**config.mk**
```make
export PLATFORM = sky130hd
export DESIGN_NAME = mem_lsu
export DESIGN_NICKNAME = d
export VERILOG_FILES = /design/src/rtl/mem_lsu_pkg.sv /design/src/rtl/mem_lsu_align.sv /design/src/rtl/mem_lsu.sv
export SDC_FILE = /design/constraint.sdc
export NUM_CORES = 1
export LEC_CHECK = 0
export ABC_AREA = 1
export BUFFER_PORTS_ARGS = -buffer_cell sky130_fd_sc_hd__buf_2
export CORE_ASPECT_RATIO = 1.25
export CORE_MARGIN = 3
export CORE_UTILIZATION = 50
export DETAILED_ROUTE_END_ITERATION = 16
export HOLD_SLACK_MARGIN = 0.12
export PLACE_DENSITY = 0.86
export SYNTH_ARGS = -nofsm -noshare
export SYNTH_HDL_FRONTEND = slang
export SYNTH_SLANG_ARGS = --single-unit
```
**constraint.sdc**
```tcl
create_clock -name clk_i -period 3.1 [get_ports clk_i]
set_clock_uncertainty 0.15 [all_clocks]
set_input_delay 0.155 -clock clk_i [delete_from_list [all_inputs] [get_ports clk_i]]
set_output_delay 0.155 -clock clk_i [all_outputs]
set_load 0.01 [all_outputs]
```
**src/rtl/mem_lsu_pkg.sv**
```systemverilog
// mem_lsu_pkg: shared encodings for the memory-access stage.
//   - memory op codes carried on mem_op_i (MEM_NOP .. MEM_SW)
//   - LSU FSM state encoding
//   - common zero constants used by the writeback path
//   - small decode helpers (memory op / store / natural alignment)
package mem_lsu_pkg;

  localparam int unsigned ADDR_WIDTH = 32;
  localparam int unsigned DATA_WIDTH = 32;

  localparam logic [31:0] ZERO          = '0;
  localparam logic [4:0]  ZERO_REG      = '0;
  localparam logic        WRITE_DISABLE = 1'b0;

  typedef enum logic [3:0] {
    MEM_NOP = 4'd0,
    MEM_LB  = 4'd1,
    MEM_LH  = 4'd2,
    MEM_LW  = 4'd3,
    MEM_LBU = 4'd4,
    MEM_LHU = 4'd5,
    MEM_SB  = 4'd6,
    MEM_SH  = 4'd7,
    MEM_SW  = 4'd8
  } mem_op_e;

  typedef enum logic [1:0] {
    ST_IDLE = 2'd0,
    ST_REQ  = 2'd1,
    ST_WAIT = 2'd2,
    ST_DONE = 2'd3
  } lsu_state_e;

  // Codes 9..15 are not memory ops and are passed through like MEM_NOP.
  function automatic logic is_mem_op(input logic [3:0] op);
    return (op != MEM_NOP) && (op <= MEM_SW);
  endfunction

  function automatic logic is_store(input logic [3:0] op);
    return (op == MEM_SB) || (op == MEM_SH) || (op == MEM_SW);
  endfunction

  function automatic logic is_misaligned(input logic [3:0] op, input logic [1:0] lo);
    case (op)
      MEM_LH, MEM_LHU, MEM_SH: return lo[0];
      MEM_LW, MEM_SW:          return lo != 2'b00;
      default:                 return 1'b0;
    endcase
  endfunction

endpackage

```
**src/rtl/mem_lsu_align.sv**
```systemverilog
// lsu_align: purely combinational lane logic for the LSU.
//   op         : memory op code
//   addr_lo    : byte address bits [1:0]
//   store_data : right-justified store data
//   rdata      : raw bus read word
//   be         : byte enables for the access
//   wdata      : store data replicated across byte lanes
//   load_data  : extracted and sign/zero-extended load result
// Halfwords look only at addr_lo[1] and words at neither, so naturally
// masked alignment falls out without extra logic.
module lsu_align
  import mem_lsu_pkg::*;
(
  input  logic [3:0]  op,
  input  logic [1:0]  addr_lo,
  input  logic [31:0] store_data,
  input  logic [31:0] rdata,
  output logic [3:0]  be,
  output logic [31:0] wdata,
  output logic [31:0] load_data
);

  logic [7:0]  byte_sel;
  logic [15:0] half_sel;

  always_comb begin
    case (addr_lo)
      2'd0:    byte_sel = rdata[7:0];
      2'd1:    byte_sel = rdata[15:8];
      2'd2:    byte_sel = rdata[23:16];
      default: byte_sel = rdata[31:24];
    endcase
    half_sel = addr_lo[1] ? rdata[31:16] : rdata[15:0];
  end

  always_comb begin
    be    = 4'b1111;
    wdata = store_data;
    case (op)
      MEM_LB, MEM_LBU, MEM_SB: begin
        be    = 4'b0001 << addr_lo;
        wdata = {4{store_data[7:0]}};
      end
      MEM_LH, MEM_LHU, MEM_SH: begin
        be    = addr_lo[1] ? 4'b1100 : 4'b0011;
        wdata = {2{store_data[15:0]}};
      end
      default: ;
    endcase
  end

  always_comb begin
    case (op)
      MEM_LB:  load_data = {{24{byte_sel[7]}}, byte_sel};
      MEM_LBU: load_data = {24'h0, byte_sel};
      MEM_LH:  load_data = {{16{half_sel[15]}}, half_sel};
      MEM_LHU: load_data = {16'h0, half_sel};
      default: load_data = rdata;
    endcase
  end

endmodule

```
**src/rtl/mem_lsu.sv**
```systemverilog
// mem_lsu: memory-access stage after the exe/mem register.
// Runs loads/stores on a req/gnt/rvalid data bus, stalls the pipe until the
// access completes, and forwards non-memory results to writeback unchanged.
//   clk_i, rst_n_i                 : clock, async active-low reset
//   mem_we_i/addr_i/data_i/op_i    : request from exe_mem
//   reg_waddr_i/we_i/wdata_i       : writeback fields from exe_mem
//   bus_req/we/addr/be/wdata_o     : data bus request side
//   bus_gnt_i/rvalid_i/rdata_i     : data bus response side
//   reg_waddr/we/wdata_o           : to writeback
//   stallreq_o                     : stall request to pipe_ctrl
//   misaligned_o                   : misaligned-access pulse
// Build option: MISALIGN_TRAP_EN makes misaligned accesses skip the bus and
// pulse misaligned_o; otherwise low address bits are masked.
module mem_lsu
  import mem_lsu_pkg::*;
#(
  parameter int unsigned ADDR_W = ADDR_WIDTH,
  parameter int unsigned DATA_W = DATA_WIDTH
) (
  input  logic              clk_i,
  input  logic              rst_n_i,
  input  logic              mem_we_i,
  input  logic [ADDR_W-1:0] mem_addr_i,
  input  logic [DATA_W-1:0] mem_data_i,
  input  logic [3:0]        mem_op_i,
  input  logic [4:0]        reg_waddr_i,
  input  logic              reg_we_i,
  input  logic [DATA_W-1:0] reg_wdata_i,
  output logic              bus_req_o,
  output logic              bus_we_o,
  output logic [ADDR_W-1:0] bus_addr_o,
  output logic [3:0]        bus_be_o,
  output logic [DATA_W-1:0] bus_wdata_o,
  input  logic              bus_gnt_i,
  input  logic              bus_rvalid_i,
  input  logic [DATA_W-1:0] bus_rdata_i,
  output logic [4:0]        reg_waddr_o,
  output logic              reg_we_o,
  output logic [DATA_W-1:0] reg_wdata_o,
  output logic              stallreq_o,
  output logic              misaligned_o
);

  lsu_state_e        state_q, state_d;
  logic [3:0]        op_q;
  logic [ADDR_W-1:0] addr_q;
  logic [DATA_W-1:0] data_q;
  logic [4:0]        waddr_q;
  logic              we_q;
  logic [DATA_W-1:0] ldata_q;
  logic              mis_q;
  logic              mis_now;
  logic              accept;

  logic [3:0]        al_be;
  logic [DATA_W-1:0] al_wdata;
  logic [DATA_W-1:0] al_load;

  // mem_we_i is redundant with the op code; the store decode uses the op.
  logic              unused_we;
  assign unused_we = mem_we_i;

  assign accept = (state_q == ST_IDLE) && is_mem_op(mem_op_i);

`ifdef MISALIGN_TRAP_EN
  assign mis_now = is_misaligned(mem_op_i, mem_addr_i[1:0]);
`else
  assign mis_now = 1'b0;
`endif

  lsu_align u_align (
    .op         (op_q),
    .addr_lo    (addr_q[1:0]),
    .store_data (data_q),
    .rdata      (bus_rdata_i),
    .be         (al_be),
    .wdata      (al_wdata),
    .load_data  (al_load)
  );

  always_ff @(posedge clk_i or negedge rst_n_i) begin
    if (!rst_n_i) state_q <= ST_IDLE;
    else          state_q <= state_d;
  end

  always_comb begin
    state_d = state_q;
    case (state_q)
      ST_IDLE: if (accept) state_d = mis_now ? ST_DONE : ST_REQ;
      ST_REQ:  if (bus_gnt_i) state_d = ST_WAIT;
      ST_WAIT: if (bus_rvalid_i) state_d = ST_DONE;
      ST_DONE: state_d = ST_IDLE;
      default: state_d = ST_IDLE;
    endcase
  end

  always_ff @(posedge clk_i or negedge rst_n_i) begin
    if (!rst_n_i) begin
      op_q    <= '0;
      addr_q  <= '0;
      data_q  <= '0;
      waddr_q <= '0;
      we_q    <= 1'b0;
      ldata_q <= '0;
      mis_q   <= 1'b0;
    end else begin
      if (accept) begin
        op_q    <= mem_op_i;
        addr_q  <= mem_addr_i;
        data_q  <= mem_data_i;
        waddr_q <= reg_waddr_i;
        we_q    <= reg_we_i;
        mis_q   <= mis_now;
      end
      if ((state_q == ST_WAIT) && bus_rvalid_i && !is_store(op_q))
        ldata_q <= al_load;
    end
  end

  // Gated by rst_n_i so the combinational pass-through/stall paths also read
  // zero while reset is held.
  always_comb begin
    bus_req_o    = 1'b0;
    bus_we_o     = 1'b0;
    bus_addr_o   = '0;
    bus_be_o     = '0;
    bus_wdata_o  = '0;
    reg_waddr_o  = ZERO_REG;
    reg_we_o     = WRITE_DISABLE;
    reg_wdata_o  = ZERO;
    stallreq_o   = 1'b0;
    misaligned_o = 1'b0;
    if (rst_n_i) begin
      case (state_q)
        ST_IDLE: begin
          if (is_mem_op(mem_op_i)) begin
            stallreq_o = 1'b1;
          end else begin
            reg_waddr_o = reg_waddr_i;
            reg_we_o    = reg_we_i;
            reg_wdata_o = reg_wdata_i;
          end
        end
        ST_REQ: begin
          stallreq_o  = 1'b1;
          bus_req_o   = 1'b1;
          bus_we_o    = is_store(op_q);
          bus_addr_o  = {addr_q[ADDR_W-1:2], 2'b00};
          bus_be_o    = al_be;
          bus_wdata_o = al_wdata;
        end
        ST_WAIT: stallreq_o = 1'b1;
        ST_DONE: begin
          if (!is_store(op_q) && !mis_q) begin
            reg_we_o    = we_q;
            reg_waddr_o = waddr_q;
            reg_wdata_o = ldata_q;
          end
`ifdef MISALIGN_TRAP_EN
          misaligned_o = mis_q;
`endif
        end
        default: ;
      endcase
    end
  end

endmodule

```
==> summary.txt, run 1 <==
Status -> completed
Psw -> 3710 uW
Vias -> 7,757
Clock-pin transition on the worst setup and hold timing paths -> 0.07 ns
Post-DP HPWL -> 13,700 um
FF/Latch Area -> 2700 sq um
Layout Nets -> 1,468
Fillers -> 1,013
CTS Buf Count -> 9
Sw Share -> 0.472
# H-tree levels -> 3
Post-Place Cells -> 1,365
TritonRoute pass-1 iters -> 5
Post-route clock period utilization -> 0.871
Post-synth top cells -> nand2_1 (349), nor2_1 (157), dfrtp_1 (108), a21oi_1 (88), nand3_1 (83)
Routed Antenna Nets -> 0
Mean post-synth cell area -> 6.63 sq um
CP Capture Type -> output pin
Clock Latency Late Sink -> 0.34 ns
Vias/cell -> 5.20
Prevailing post-synth register cell -> dfrtp_1
CTS tree -> done
Critical Path RT -> 2.79 ns
Multi-input gate area -> 3300 sq um
MaxCap Viol Count -> 0
PortBufs -> 248
Rows -> 46
Placeable Area -> 12,800 sq um
DRC violations left -> 0
Grt ovf -> 0
Hold Fails Final Rpt -> 0
EDFF count, synth -> 0
Kind of critical path -> reg2out
Synth top area cells -> dfrtp_1 (41%), nand2_1 (20%), nor2_1 (8.9%)
Total GRT Usage -> 0.300
Combinational share of power -> 0.530
Final antenna diode count -> 0
VDD IR max -> 0.519 mV
Crit path time final -> 2.70 ns
Worst Path Arrival -> 2.39 ns
Die height -> 135 um
CTS Hold Bufs -> 111
Final non-filler cell total -> 1,492
FF+latch count, synth -> 108
Placer Congestion -> 0.935
Max-slew violations -> 0
Die area -> 14,700 sq um
# IOs -> 253
Share of layout cells above drive strength 1 -> 0.233
Register area share after synthesis -> 0.409
Initial core utilization -> 0.515
Power per cell area -> 849 nW/um^2
HP Class -> in2async
Largest net degree at the start of global routing -> 73
Vias in the first global route -> 7,501
Clk sink count -> 108
PostCTS Resize Cnt -> 0
Clock Tree Buf Depth -> 2
Synth warnings -> 0
Dominant cell by count in the synthesized netlist -> nand2_1
Root buf cell -> clkbuf_16
Rel. slew slack -> 0.430
Die X -> 109 um
Synth top area share -> 0.409
RSZ-0062 raised after global routing -> no
Area leader, netlist -> dfrtp_1
Lkg Pwr -> 0.00518 uW
Clock group share of total power -> 0.150
Post-CTS setup buffers -> 0
First-pass GRT wire length -> 35,300 um
Internal power -> 4150 uW
Crit-path max FO -> 34
Synth Cell Area -> 6610 sq um
Worst Max-Slew Pin Slew -> 0.855 ns
Synthesis-to-finish area growth -> 39.9%
DRT Wirelength -> 22,100 um
Type of origin of the critical path -> flop
Library cells used by synthesis -> 27
Max Fclk -> 0.370 GHz
Pwr Total -> 7850 uW
Initial antenna violation count -> 0
Setup_tns -> 0 ns
Starting DRT DRC Count -> 513
Setup violations, final -> 0
Sequential power share -> 0.320
Worst hold margin -> 0.208 ns
Ys async rst share -> 1.00
DR WL/cell -> 14.8 um
Mapped Cells -> 998
Final Util -> 0.721
[cells in the final DEF, fill, tap and decap left out, types with 3 or more instances in the layout]
cell type	netlist	final
conb_1	1	3
dfrtp_1	108	108
or2_2	3	3
ha_1	6	6
o21ai_0	29	29
nor2_1	157	156
clkbuf_16	0	9
buf_4	11	11
o21ai_1	3	3
a21oi_1	88	88
dlygate4sd3_1	0	111
nand2_1	349	348
buf_2	25	247
nand3_2	11	11
inv_1	72	72
nand3_1	83	83
nor2_2	4	5
inv_2	4	4
nand2_2	7	7
[per-layer routing]
| metal | up-vias | track usage | wire [um] |
|---|---|---|---|
| met3 | 82 | 0.0473 | 1640 |
| met4 | 0 | 0.152 | 927 |
| li1 | 3741 | - | - |
| met5 | - | 0 | 0 |
| met2 | 372 | 0.516 | 11100 |
| met1 | 3562 | 0.359 | 8440 |
[path summary, 6_finish.rpt]
path,startpoint,to,depth (start not counted),slack (ns)
max,op_q[0]$_DFFE_PN0P_,bus_wdata_o[10],8,0.40
min,rst_n_i,op_q[3]$_DFFE_PN0P_,2,0.21
max reg2reg,state_q[1]$_DFFE_PN0P_,state_q[1]$_DFFE_PN0P_,7,0.57
min reg2reg,waddr_q[2]$_DFFE_PN0P_,waddr_q[2]$_DFFE_PN0P_,2,0.32
max in group asynchronous,rst_n_i,we_q$_DFFE_PN0P_,3,1.32
min in group clk_i,waddr_q[2]$_DFFE_PN0P_,waddr_q[2]$_DFFE_PN0P_,2,0.32
[through the flow]
stage | cell area [sq um] | setup WS (ns)
final | 9250 | 0.400
after global routing | 9250 | 0.229
after CTS | 9250 | 0.451
after detailed placement | 7840 | 0.835
after global placement | 7840 | 0.879
after floorplan | 6620 | 1.22
[power by group through the flow]
| stage | clock network, uW | logic (uW) | registers [uW] |
|---|---|---|---|
| final | 1180 | 4160 | 2510 |
| after global routing | 1260 | 4680 | 2590 |
| after CTS | 1200 | 4090 | 2490 |
| after detailed placement | 0 | 3930 | 2510 |
| after global placement | 0 | 3840 | 2480 |
| after floorplan | 0 | 3080 | 2340 |
[critical path, cell delays in order (launching register included)]
cell	delay, ns
dfrtp_1	0.48
nand2_1	0.15
nor2_2	0.08
nor2_2	0.12
nand3_2	0.54
nand3_1	0.24
nand2_1	0.10
nor2_1	0.18
buf_2	0.16
[registers in the layout (all words and copies together), names as in the netlist]
| signal | flops |
|---|---|
| addr_q | 32 |
| data_q | 32 |
| ldata_q | 32 |
| waddr_q | 5 |
| op_q | 4 |
| state_q | 2 |
| we_q | 1 |
[cell families after synthesis]
| family | Yosys count | synth area share |
|---|---|---|
| adder cells (fa/ha/maj) | 6 | 0.0114 |
| other | 1 | 0.000567 |
| buffers and inverters | 138 | 0.0950 |
| flip-flops | 108 | 0.409 |
| AO/OA/AOI/OAI | 124 | 0.0952 |
| AND/OR/NAND/NOR | 621 | 0.389 |
[final cells by class]
| cell class | count | area share |
|---|---|---|
| inverter | 76 | 0.0308 |
| sequential | 108 | 0.292 |
| multi-input combinational | 754 | 0.357 |
| tap | 168 | 0.0227 |
| clock buffer | 11 | 0.0262 |
| timing repair buffer | 370 | 0.265 |
| clock inverter | 5 | 0.00636 |
Note: power is estimated with default switching activity, not from simulation.
==> run 2, diff against run 1 <==
--- a/config.mk
+++ b/config.mk
@@ -11,4 +11,5 @@
 export CORE_MARGIN = 3
 export CORE_UTILIZATION = 50
+export CTS_CLUSTER_SIZE = 14
 export DETAILED_ROUTE_END_ITERATION = 16
 export HOLD_SLACK_MARGIN = 0.12
--- a/constraint.sdc
+++ b/constraint.sdc
@@ -3,3 +3,3 @@
 set_input_delay 0.155 -clock clk_i [delete_from_list [all_inputs] [get_ports clk_i]]
 set_output_delay 0.155 -clock clk_i [all_outputs]
-set_load 0.01 [all_outputs]
+set_load 0.05 [all_outputs]
==> summary.txt, run 2 (synthesis results as in run 1) <==
DRT Wirelength -> 22,500 um (+1.7%)
HP Class -> in2reg
MaxCap Viol Count -> 0 (unchanged)
Pwr Total -> 8820 uW (+12%)
Largest regs -> addr_q: 32 flops, data_q: 32 flops, ldata_q: 32 flops
CTS tree -> done
Root buf cell -> clkbuf_16
DR WL/cell -> 15.1 um (+1.7%)
Crit path time final -> 2.91 ns (+0.215 ns)
Post-DP HPWL -> 13,700 um (-0.11%)
Pre-CTS setup slack -> 0.604 ns (-0.230 ns)
Placed cell area -> 7850 sq um (+0.19%)
Critical Path Source -> state_q[0]$_DFFE_PN0P_
Die X -> 109 um (unchanged)
Clock Tree Buf Depth -> 2 (unchanged)
Total GRT Usage -> 0.308 (+0.00773)
Initial antenna violation count -> 1 (+1)
Sequential power share -> 0.284 (-0.036)
Setup_tns -> 0 ns (unchanged)
# IOs -> 253 (unchanged)
Hold Startpoint -> bus_gnt_i
Routed Antenna Nets -> 0 (unchanged)
VDD IR max -> 0.566 mV (+9.0%)
Post-route clock period utilization -> 0.940 (+0.0693)
Clk sink count -> 108 (unchanged)
TritonRoute pass-1 iters -> 6 (+1)
Starting DRT DRC Count -> 491 (-4.3%)
Setup slack after layout -> 0.186 ns (-0.215 ns)
Worst reg2reg startpoint -> op_q[0]$_DFFE_PN0P_
Hold Fails Final Rpt -> 0 (unchanged)
Status -> completed
Kind of critical path -> reg2out
# H-tree levels -> 3 (unchanged)
Sw Share -> 0.534 (+0.0619)
Die height -> 135 um (unchanged)
RSZ-0062 raised after global routing -> no
Clock-pin transition on the worst setup and hold timing paths -> 0.07 ns (about the same)
Synthesis-to-finish area growth -> 39.5%
Internal power -> 4110 uW (-0.79%)
Commonest non-fill, non-tap cell in the layout -> nand2_1
Max-slew violations -> 0 (unchanged)
Setup violations, final -> 0 (unchanged)
Power per cell area -> 956 nW/um^2 (+13%)
Vias in the first global route -> 7,671 (+2.3%)
Psw -> 4710 uW (+27%)
Placeable Area -> 12,800 sq um (unchanged)
PortBufs -> 248 (unchanged)
First-pass GRT wire length -> 36,200 um (+2.5%)
Worst Max-Slew Pin Slew -> 1.01 ns (+0.151 ns)
Combinational share of power -> 0.587 (+0.057)
Rows -> 46 (unchanged)
Most frequent cells in the layout -> nand2_1 (348), buf_2 (247), nor2_1 (156)
Vias/cell -> 5.23 (+0.67%)
Die area -> 14,700 sq um (unchanged)
Final instance area -> 9230 sq um (-0.23%)
Type of origin of the critical path -> flop
Clock Latency Late Sink -> 0.34 ns (about the same)
Post-CTS setup buffers -> 0 (unchanged)
Largest net degree at the start of global routing -> 107 (+47%)
Vias -> 7,809 (+0.67%)
Layout Nets -> 1,468 (unchanged)
Worst Path Arrival -> 2.61 ns (+0.22 ns)
Share of layout cells above drive strength 1 -> 0.234 (+0.000932)
Placer Congestion -> 0.916 (-2.1%)
DRC violations left -> 0 (unchanged)
Critical Path RT -> 2.79 ns (about the same)
Initial core utilization -> 0.515 (unchanged)
CTS Buf Count -> 9 (unchanged)
Lkg Pwr -> 0.00518 uW (about the same)
Rel. slew slack -> 0.329 (-0.101)
Max Fclk -> 0.343 GHz (-7.4%)
Clock group share of total power -> 0.130 (-0.020)
Grt ovf -> 0 (unchanged)
Crit-path max FO -> 20 (-41%)
CP Capture Type -> output pin
run 2: cell types whose count changed in the layout (fill, tap and decap cells not counted), sizes merged:
cell         previous run  this run
buf                   259       261
diode                   0         1
clkinvlp                2         0
inv                    77        76
clkinv                  1         4
dlygate4sd3           111       109
clkbuf                 11        10
run 2: final timing paths:
check / to / slack (ns) / cells past startpoint
max: reg_wdata_o[16] / 0.19 / 8
min: state_q[0]$_DFFE_PN0P_ / 0.12 / 5
max reg2reg: ldata_q[13]$_DFFE_PN0P_ / 0.81 / 7
min reg2reg: waddr_q[0]$_DFFE_PN0P_ / 0.32 / 2
max in group asynchronous: ldata_q[18]$_DFFE_PN0P_ / 1.23 / 3
min in group asynchronous: addr_q[24]$_DFFE_PN0P_ / 0.20 / 2
run 2: final cells by class:
class                   instances  area, sq um
clock buffers                  10          229
diodes                          1         2.50
repair buffers                370         2440
fillers                      1023         3610
well taps                     168          210
flip-flops and latches        108         2700
clock inverters                 5         53.8
inverters                      76          285
multi-input cells             754         3300
run 2: per-stage QoR:
| stage | hold WS [ns] | utilization | cells |
|---|---|---|---|
| final | 0.122 | 0.719 | 1492 |
| after floorplan | -0.291 | - | 1000 |
| after global placement | -0.0325 | 0.612 | 1367 |
| after detailed placement | -0.0284 | 0.612 | 1367 |
| after global routing | 0.184 | 0.719 | 1492 |
| after CTS | 0.121 | 0.719 | 1491 |
run 2: worst max-delay path, stage by stage, from the launching register on:
cell	delay, ns
dfrtp_1	0.43
inv_1	0.13
ha_1	0.18
nand3_1	0.11
inv_1	0.59
buf_4	0.30
nand2_1	0.08
a21oi_1	0.15
buf_2	0.30
run 2: per-layer routing:
metal / vias to the layer above / wire length, um / GRT usage
li1: 3746 / - / -
met1: 3531 / 8240 / 0.358
met2: 450 / 11400 / 0.535
met3: 82 / 1980 / 0.0660
met4: 0 / 880 / 0.142
met5: - / 0 / 0
run 2: power by group through the flow:
stage	clock network, uW	logic, uW	registers, uW
finish	1150	5180	2500
global route	1230	5690	2580
CTS	1160	5070	2480
detailed placement	0	4930	2510
global placement	0	4830	2480
floorplan	0	4060	2340
run 2: timing repair:
action / in CTS / in global routing
resized for setup: 0 / 0
hold buffers: 109 / 0
hold endpoints to repair: 136 / 0
==> run 3, diff against run 2 <==
- CTS_BUF_LIST: not set -> sky130_fd_sc_hd__clkbuf_8
==> summary.txt, run 3 (synthesis results as in run 1) <==
Synthesis-to-finish area growth -> 38.4%
Post-CTS setup buffers -> 0 (unchanged)
TritonRoute pass-1 iters -> 5 (-1)
# H-tree levels -> 3 (unchanged)
CTS tree -> done
Initial antenna violation count -> 1 (unchanged)
Setup violations, final -> 0 (unchanged)
Commonest non-fill, non-tap cell in the layout -> nand2_1
Post-DP HPWL -> 13,700 um (unchanged)
Worst path cell trace -> nor2_1, nand2_1, nand2_1, nor2_2, buf_4, nand2_1, a21oi_1, buf_2
Placer Congestion -> 0.916 (unchanged)
Worst Path Buf+Inv -> 2 (-2)
Clock Latency Late Sink -> 0.36 ns (+0.02 ns)
Total GRT Usage -> 0.305 (-0.00273)
Lkg Pwr -> 0.00514 uW (-0.81%)
Worst Max-Slew Pin Slew -> 1.08 ns (+0.0758 ns)
PortBufs -> 248 (unchanged)
Rel. slew slack -> 0.276 (-0.0529)
CP delay by family, top -> simple AND/OR/NAND/NOR gates
Setup_tns -> 0 ns (unchanged)
Highest-delay cell along the critical path -> dfrtp_1
HP Class -> reg2reg
Post-route clock period utilization -> 0.920 (-0.0205)
Rows -> 46 (unchanged)
Max incr delay on CP -> 0.51 ns (-0.08 ns)
Largest net degree at the start of global routing -> 107 (unchanged)
Sequential power share -> 0.294 (+0.010)
Share of layout cells above drive strength 1 -> 0.234 (+0.000402)
Hold Fails Final Rpt -> 0 (unchanged)
Kind of critical path -> reg2out
RSZ-0062 raised after global routing -> no
Crit-path max FO -> 18 (-10%)
CP Capture Type -> output pin
Hold Startpoint -> waddr_q[0]$_DFFE_PN0P_
Layout Nets -> 1,470 (+0.14%)
Die area -> 14,700 sq um (unchanged)
Internal power -> 3860 uW (-6.3%)
Fillers -> 1,033 (+0.98%)
FF/Latch Area -> 2700 sq um (unchanged)
Die height -> 135 um (unchanged)
Critical Path RT -> 2.79 ns (about the same)
Clk sink count -> 108 (unchanged)
Final non-filler cell total -> 1,494 (+0.13%)
Clock-pin transition on the worst setup and hold timing paths -> 0.11 ns (+0.04 ns)
Post-Place Cells -> 1,367 (unchanged)
CTS Buf Count -> 9 (unchanged)
Vias in the first global route -> 7,554 (-1.5%)
Routed Antenna Nets -> 0 (unchanged)
Worst reg2reg startpoint -> addr_q[1]$_DFFE_PN0P_
DRC violations left -> 0 (unchanged)
Worst path most repeated cell -> nand2_1
Critical Path Source -> op_q[0]$_DFFE_PN0P_
DR WL/cell -> 15.0 um (-0.71%)
Sw Share -> 0.547 (+0.0131)
Max Fclk -> 0.351 GHz (+2.2%)
DRT Wirelength -> 22,400 um (-0.58%)
Combinational share of power -> 0.606 (+0.019)
Clock group share of total power -> 0.100 (-0.030)
Grt ovf -> 0 (unchanged)
Max-slew violations -> 0 (unchanged)
Crit path time final -> 2.85 ns (-0.0635 ns)
Most frequent cells in the layout -> nand2_1 (348), buf_2 (247), nor2_1 (156)
Multi-input gate area -> 3300 sq um (unchanged)
Initial core utilization -> 0.515 (unchanged)
Die X -> 109 um (unchanged)
Vias/cell -> 5.24 (about the same)
First-pass GRT wire length -> 35,900 um (-0.82%)
Type of origin of the critical path -> flop
Placeable Area -> 12,800 sq um (unchanged)
Largest regs -> addr_q: 32 flops, data_q: 32 flops, ldata_q: 32 flops
Psw -> 4660 uW (-1.2%)
VDD IR max -> 0.547 mV (-3.4%)
Clock Tree Buf Depth -> 2 (unchanged)
Power per cell area -> 930 nW/um^2 (-2.7%)
Status -> completed
Starting DRT DRC Count -> 487 (-0.81%)
Root buf cell -> clkbuf_8
Vias -> 7,826 (+0.22%)
MaxCap Viol Count -> 0 (unchanged)
# IOs -> 253 (unchanged)
Worst Path Arrival -> 2.55 ns (-0.06 ns)
==> run 3: tightest hold or removal path: stages, from the launching register on <==
cell     delay (ns)
dfrtp_1        0.36
nand2_1        0.05
nand2_1        0.05
==> run 3: worst paths after layout <==
check | endpoint | cells after the start | slack (ns)
setup / recovery | reg_wdata_o[13] | 8 | 0.25
hold / removal | waddr_q[0]$_DFFE_PN0P_ | 2 | 0.33
setup reg to reg | ldata_q[28]$_DFFE_PN0P_ | 6 | 0.86
hold reg to reg | waddr_q[0]$_DFFE_PN0P_ | 2 | 0.33
max in group asynchronous | addr_q[15]$_DFFE_PN0P_ | 3 | 1.13
min in group asynchronous | ldata_q[12]$_DFFE_PN0P_ | 3 | 0.51
==> run 3: what timing repair did <==
item / CTS / global route
gates resized for setup: 0 / 1
hold buffers: 111 / 0
hold endpoints to repair: 137 / 0
endpoints found under the setup margin: 0 / 2
==> run 3: metal layers <==
metal | global-route usage | up-vias | wire (um)
li1 | - | 3746 | -
met1 | 0.357 | 3543 | 8260
met2 | 0.529 | 449 | 11200
met3 | 0.0593 | 88 | 1950
met4 | 0.148 | 0 | 940
met5 | 0 | - | 0
==> run 3: layout make-up <==
cell class	instances	area share
multi-input combinational	754	0.361
sequential	108	0.295
timing repair buffer	372	0.269
inverter	76	0.0316
tap	168	0.0230
clock buffer	9	0.0135
clock inverter	6	0.00629
antenna	1	0.000273
==> run 3: power by group through the flow <==
stage / sequential [uW] / clock (uW) / combinational [uW]
6_report: 2500 / 851 / 5160
5_1_grt: 2570 / 927 / 5680
4_1_cts: 2480 / 870 / 5070
3_5_place_dp: 2510 / 0 / 4930
3_3_place_gp: 2480 / 0 / 4830
2_1_floorplan: 2340 / 0 / 4060
==> run 3: per-stage QoR <==
stage | total power (uW) | worst slack (ns) | hold slack [ns] | instance area, sq um | utilization
after floorplan | 6400 | 0.354 | -0.291 | 6620 | -
after global placement | 7310 | 0.647 | -0.0325 | 7850 | 0.612
after detailed placement | 7440 | 0.604 | -0.0284 | 7850 | 0.612
after CTS | 8420 | 0.196 | 0.334 | 9150 | 0.713
after global routing | 9180 | 0.0320 | 0.357 | 9150 | 0.713
final | 8510 | 0.249 | 0.331 | 9150 | 0.713
